`src/rtl/bcd_countdown_timer.sv`:
```
// Mixed-radix BCD countdown timer with start/stop/load control and a one-cycle done pulse.
// Optional macro TIMER_AUTO_RELOAD_EN reloads the programmed value on terminal count instead of expiring.
module bcd_countdown_timer #(
    parameter int                        NUM_DIGITS = 4,
    parameter logic [4*NUM_DIGITS-1:0]   DIGIT_MAX  = 16'h9959
) (
    input  logic                      clk,
    input  logic                      reset,
    input  logic                      tick,
    input  logic                      start,
    input  logic                      stop,
    input  logic                      load,
    input  logic [4*NUM_DIGITS-1:0]   prog,
    output logic [4*NUM_DIGITS-1:0]   count,
    output logic                      running,
    output logic                      expired,
    output logic                      done
);

    typedef enum logic [1:0] {
        ST_IDLE,
        ST_RUNNING,
        ST_PAUSED,
        ST_EXPIRED
    } state_e;

    state_e                    state_q, state_d;
    logic [4*NUM_DIGITS-1:0]   count_q, count_d;
    logic                      done_q, done_d;

    logic [4*NUM_DIGITS-1:0]   prog_clamped;
    logic [4*NUM_DIGITS-1:0]   dec_count;
    logic                      dec_zero;
    logic                      borrow;

    // Out-of-range programmed digits (including A-F) saturate at that digit's maximum.
    always_comb begin
        prog_clamped = '0;
        for (int k = 0; k < NUM_DIGITS; k++) begin
            if (prog[4*k +: 4] > DIGIT_MAX[4*k +: 4])
                prog_clamped[4*k +: 4] = DIGIT_MAX[4*k +: 4];
            else
                prog_clamped[4*k +: 4] = prog[4*k +: 4];
        end
    end

    // Digit k moves only when every lower digit is zero; a zero digit wraps to its own maximum.
    always_comb begin
        dec_count = count_q;
        borrow    = 1'b1;
        for (int k = 0; k < NUM_DIGITS; k++) begin
            if (borrow) begin
                if (count_q[4*k +: 4] == 4'd0)
                    dec_count[4*k +: 4] = DIGIT_MAX[4*k +: 4];
                else
                    dec_count[4*k +: 4] = count_q[4*k +: 4] - 4'd1;
            end
            borrow = borrow & (count_q[4*k +: 4] == 4'd0);
        end
        dec_zero = (dec_count == '0);
    end

    // NOTE: sequential state uses non-blocking assignments so every register samples pre-edge values.
    always_ff @(posedge clk) begin
        if (!reset) begin
            state_q <= ST_IDLE;
            count_q <= '0;
            done_q  <= 1'b0;
        end else begin
            state_q <= state_d;
            count_q <= count_d;
            done_q  <= done_d;
        end
    end

    // NOTE: every combinational output gets a default first, so no path can infer a latch.
    always_comb begin
        state_d = state_q;
        count_d = count_q;
        done_d  = 1'b0;
        if (load) begin
            count_d = prog_clamped;
            state_d = ST_IDLE;
        end else if (stop) begin
            if (state_q == ST_RUNNING)
                state_d = ST_PAUSED;
        end else if (start && (state_q == ST_IDLE || state_q == ST_PAUSED)) begin
            if (count_q != '0) begin
                state_d = ST_RUNNING;
            end else begin
                state_d = ST_EXPIRED;
                done_d  = 1'b1;
            end
        end else if (tick && state_q == ST_RUNNING) begin
`ifdef TIMER_AUTO_RELOAD_EN
            if (dec_zero) begin
                done_d = 1'b1;
                if (prog_clamped != '0) begin
                    count_d = prog_clamped;
                end else begin
                    count_d = dec_count;
                    state_d = ST_EXPIRED;
                end
            end else begin
                count_d = dec_count;
            end
`else
            count_d = dec_count;
            if (dec_zero) begin
                state_d = ST_EXPIRED;
                done_d  = 1'b1;
            end
`endif
        end
    end

    always_comb begin
        count   = count_q;
        running = (state_q == ST_RUNNING);
        expired = (state_q == ST_EXPIRED);
        done    = done_q;
    end

endmodule

```
`config.mk`:
```
export PLATFORM = sky130hd
export DESIGN_NAME = bcd_countdown_timer
export DESIGN_NICKNAME = d
export VERILOG_FILES = /design/src/rtl/bcd_countdown_timer.sv
export SDC_FILE = /design/constraint.sdc
export NUM_CORES = 1
export LEC_CHECK = 0
export CAP_MARGIN = 10
export CORE_MARGIN = 10
export CORE_UTILIZATION = 40
export CTS_CLUSTER_SIZE = 10
export DETAILED_ROUTE_END_ITERATION = 7
export GPL_TIMING_DRIVEN = 0
export PLACE_DENSITY = 0.8
export RECOVER_POWER = 50
export SLEW_MARGIN = 20
export SYNTH_ARGS = -nofsm -noshare
export SYNTH_HDL_FRONTEND = slang
export SYNTH_SLANG_ARGS = --single-unit
```
`constraint.sdc`:
```
create_clock -name clk -period 1.9 [get_ports clk]
set_input_delay 0.38 -clock clk [delete_from_list [all_inputs] [get_ports clk]]
set_output_delay 0.38 -clock clk [all_outputs]
set_load 0.01 [all_outputs]
```
==> impl_metrics.tcl <==
set metrics [dict create \
    p_leak_nw 0.612 \
    max_stage_delay_ps 610 \
    p_clk_share_pct 23.8 \
    cts_buffers 3 \
    synth_largest_area_cell "dfxtp_1" \
    p_int_uw 637 \
    swShare_pct 32.2 \
    die_w_um 75.2 \
    fin_crit_sh_pct 96.3 \
    h-tree-depth 1 \
    ios 41 \
    grt_max_degree 13 \
    p_comb_share_pct 26.9 \
    vdd_drop_max_uv 263 \
    rows 19 \
    synth_area_leaders "dfxtp_1 31%, o21ai_0 6.6%, a21oi_1 4.9%" \
    drt-total-wl_mm 3.72 \
    maxCapViolCount 0 \
    tritoncts "yes" \
    total_power_uw 940 \
    globalRoute.totalOverflow 0 \
    max_freq_ghz 0.547 \
    post_layout_nonfiller_instances 231 \
    synth_cell_type_count 43 \
    status "finished, final reports clean" \
    fin_util_pct 60.9 \
    endpoint_kind "output port" \
    synth_area_um2 1220 \
    wl_met1_mm 1.58 \
    grt_pass1_wl_mm 6.18 \
    yosysSeqAreaShare_pct 31.2 \
    rsz0062_at_grt "true" \
    cp-start-kind "flip-flop" \
    num_antenna_cells 0 \
    max_slew_margin_pct 68.9 \
    drive_gt1_share_pct 9.50 \
    synthesis.nets 177 \
    p_seq_share_pct 49.3 \
    cp_data_required_time_ps 1520 \
    critPathKind "flip-flop to output port" \
    cts_root_buffer "clkbuf_4" \
    grtUsageTotal_pct 13.5 \
    clk_pin_slew_ps 130 \
    post_drt_wl_per_cell_um 16.1 \
    yosys.area.top_type_share_pct 31.2 \
    drc 0 \
    wl_met3_um 308 \
    io_buffers 39 \
    fin_nets 223 \
    mostFrequentLayoutCells "32 x clkdlybuf4s50_1, 17 x dfxtp_1, 16 x o21ai_0" \
    final_common_cell "clkdlybuf4s50_1" \
    finalSetupTns_ps 0 \
    slew_viol_final 0 \
    path_delay_family "buffers and inverters" \
    initial_core_util_pct 43.1 \
    die_area_um2 5650 \
    switchingPower_uw 302 \
    hpwl_mm 2.88 \
    cts.path.max_buffers 2 \
    drt-initial-drc-count 104 \
    path_cells "clkdlybuf4s50_1" \
    finalWeightedCongestion 0.838 \
    clkLatencyLatePin_ps 310 \
    viasPerCell 5.85 \
    path_buf_inv 1 \
    drt-pass1-iter-count 6 \
    syn_to_final_growth_pct 41.3 \
    postRouteAntennaNets 0 \
    p_per_area_nw_per_um2 546 \
    netlist_instances 155 \
    ys_seq_elements 19 \
    crit_arrival_ps 1450 \
    top_layer "met4" \
    skew_ps 10.0 \
    avgSynthCellArea_um2 7.86 \
    wl_met2_mm 1.78 \
    cpMaxStageDelayCell "clkdlybuf4s50_1" \
    crit_fanout 8 \
    vias 1351 \
    fp.dieH_um 75.2 \
    hold_viol 0 \
    setup_viol 0 \
    hold_slack_ps 376 \
    coreArea_um2 2830 \
    worstMarginPinSlew_ps 466 \
    grt_pass1_vias 1355 \
    hp-class "primary input to flip-flop" \
    period_needed_ps 1830 \
    antenna_found_initial 0 \
    dp.cells 225 \
    cts.sinks 19 \
    yosys_warnings 0 \
]
## cells by family (layout without fill, tap and decap cells)
logic type / Yosys count / after routing / synth area share, %
XOR/XNOR: 5 / 5 / 3.59
AO/OA/AOI/OAI: 50 / 50 / 25.2
flip-flops: 19 / 19 / 31.2
buffers and inverters: 11 / 56 / 3.70
AND/OR/NAND/NOR: 70 / 70 / 36.3
## repair_timing
action / in CTS / in global routing
endpoints found under the setup margin: 4 / 8
cloned: 0 / 0
hold buffers: 0 / 0
pin swaps: 1 / 2
buffers inserted: 2 / 0
resized for setup: 3 / 6
## power groups by stage
stage | clock network (mW) | logic (mW) | registers [mW]
after CTS | 0.230 | 0.252 | 0.462
after global placement | 0 | 0.243 | 0.468
final | 0.224 | 0.252 | 0.463
after detailed placement | 0 | 0.247 | 0.471
after floorplan | 0 | 0.119 | 0.473
after global routing | 0.238 | 0.278 | 0.469
## Yosys cell counts
cell,count
a2111oi_0,1
a211oi_1,3
a21boi_0,2
a21oi_1,12
a31oi_1,5
and2_1,2
and3_1,2
and3b_2,1
and4b_1,1
and4bb_4,1
buf_4,1
clkbuf_1,4
dfxtp_1,19
inv_1,6
nand2_1,15
nand3_1,2
nand3_2,1
nand3b_1,3
nand4_1,2
nand4bb_1,1
nor2_1,13
nor2_4,1
nor2b_1,5
nor3_1,4
nor3_4,1
nor3b_1,1
nor4_1,1
nor4_2,1
nor4_4,1
nor4b_1,3
o21a_1,2
o21ai_0,16
o21ai_1,1
o22ai_1,2
o311a_1,3
o31ai_1,2
o41a_1,1
or2_2,1
or3_1,3
or4_1,3
or4b_1,1
xnor2_1,4
xor2_1,1
## final cells by class
type                    instances  area, um^2
plain buffers                   5        22.5
clock buffers                   3        22.5
clock inverters                 1        7.51
fillers                       273        1110
inverters                       6        22.5
multi-input cells             125         822
flip-flops and latches         19         385
well taps                      31        38.8
repair buffers                 41         400
## flip-flops by register name (all words and copies together), names as in the netlist
signal,count
count,16
state_q,2
done,1
## routing by layer
layer	GRT usage, %	up-vias
li1	-	675
met1	16.2	622
met2	22.1	47
met3	4.34	7
met4	5.36	0
met5	0	-
## worst register-to-register path, delay by kind of cell, from the launching register on
kind / cells / cell delay (ps)
compound gates: 3 / 410
simple gates: 2 / 910
flops: 1 / 420
## final timing paths
path | startpoint | end | slack, ps | depth (start not counted)
worst max register to register | count[0]$_SDFFE_PN0P_ | count[5]$_SDFFE_PN0P_ | 110 | 5
worst min-delay path | stop | state_q[0]$_SDFFE_PP0P_ | 380 | 2
worst min register to register | state_q[1]$_SDFFE_PP0P_ | state_q[0]$_SDFFE_PP0P_ | 530 | 2
worst max-delay path | count[0]$_SDFFE_PN0P_ | count[0] | 70 | 1
## metrics by stage
stage	worst slack [ps]	area, um^2
5_1_grt	-72.5	1720
6_report	70.9	1720
2_1_floorplan	236	1220
3_5_place_dp	-457	1650
3_3_place_gp	-423	1650
4_1_cts	10.6	1710
No activity file was read; power rests on OpenSTA's default activity.
==> RTL change (config.mk and constraints unchanged) <==
Re-encode `state_e` (4 states) as one-hot, 4 bits wide.
--- a/src/rtl/bcd_countdown_timer.sv
+++ b/src/rtl/bcd_countdown_timer.sv
@@ -19,7 +19,7 @@
 
-    typedef enum logic [1:0] {
-        ST_IDLE,
-        ST_RUNNING,
-        ST_PAUSED,
-        ST_EXPIRED
+    typedef enum logic [3:0] {
+        ST_IDLE    = 4'b0001,
+        ST_RUNNING = 4'b0010,
+        ST_PAUSED  = 4'b0100,
+        ST_EXPIRED = 4'b1000
     } state_e;
Function: no difference found for any inputs over 10 cycles, from zero or initial values and one cycle with reset low; not proved beyond that.
==> RTL change against the original RTL <==
Wire length is 1.3% higher; first-iteration DRC count is 46% lower; area after synthesis is 2.0% lower; setup slack better by 3.5 ps; power is 0.37% higher; clock skew is 5.4 ps lower; synthesized cell count is 6.5% lower; sequential cell count is 2 higher; sequential share of layout area is 1.9 points higher; die area is 1.4% lower; cell area is 1.4% higher.
==> RTL change: results (changes against the original RTL) <==
Fin cells: 227 (-1.7%)
Metal-1 WL: 1.55 mm (-1.5%)
Total track usage: 0.130 (-0.00516)
Max-slew headroom: 0.645 (-0.0447)
First-pass GRT wire length: 5.82 mm (-5.7%)
Seq cells: 21 (+2)
Synth top cells by count: 21 x dfxtp_1, 14 x nor2_1, 11 x nand2_1, 11 x o21ai_0, 9 x inv_1
Dpl cells: 215 (-4.4%)
Leakage: 0.716 nW (+17%)
Clock buf/inv share: 0.0151 (-0.00239)
Comb group: 0.228 mW (-9.5%)
Synth Area in Compound Gates: 0.254 (+0.00291)
Clock Buffer Count: 4 (+1)
Routability-driven placement congestion ratio: 0.894 (+6.6%)
Number of non-clock buffers: 51 (+11%)
Sequential cell area share: 0.243 (+0.0192)
XOR/XNOR Fraction of Synth Area: 0.0586 (+0.0227)
#MultiIn Comb: 111 (-11%)
Mux contribution to synthesized area: 0.0251 (+0.0251)
Layout cell share with drive strength beyond 1: 0.117 (+0.0223)
R2R cell count: 6 (+1)
Status: completed
Hold worst-path end: done
Inverters: 9 (+3)
Syn_nets: 167 (-5.6%)
Reg power frac: 0.530 (+0.037)
Met3 wire length: 315 um (+2.3%)
Avg Vias per Cell: 5.71 (-2.4%)
Met2 routed WL: 1.89 mm (+6.1%)
Reg-to-Reg Start: state_q[0]
Worst Path Max Fanout: 7 (-1)
Non-clk buf share: 0.265 (+0.0189)
Filler cells: 257 (-5.9%)
RTL change: changes by cell type in the layout (fill, tap and decap cells not counted), moves of 3 or more:
| cell | unedited run | this run |
|---|---|---|
| nor4b_1 | 3 | 0 |
| or4_1 | 3 | 0 |
| o21ai_0 | 16 | 11 |
| a31oi_1 | 5 | 1 |
| buf_4 | 1 | 7 |
| nand2_1 | 15 | 11 |
| inv_1 | 6 | 9 |
| mux2i_1 | 0 | 3 |
| a21oi_1 | 12 | 7 |
| dlygate4sd3_1 | 6 | 10 |
| clkdlybuf4s50_1 | 32 | 26 |
| a211oi_1 | 3 | 0 |
| nor4_1 | 1 | 5 |
RTL change: worst max-delay path, cell delays in order:
cell and delay [ps]:
clkdlybuf4s50_1 540, nor3b_1 270, nand4_1 110, buf_4 180, nor4_1 250, xnor2_1 170, a21oi_1 90
RTL change: how the worst max path moves through the flow:
stage,endpoint,slack (ps)
finish,count[11],70
global route,state_q[3],-20
CTS,count[5],10
detailed placement,count[9],-390
global placement,count[9],-370
floorplan,count[5],100
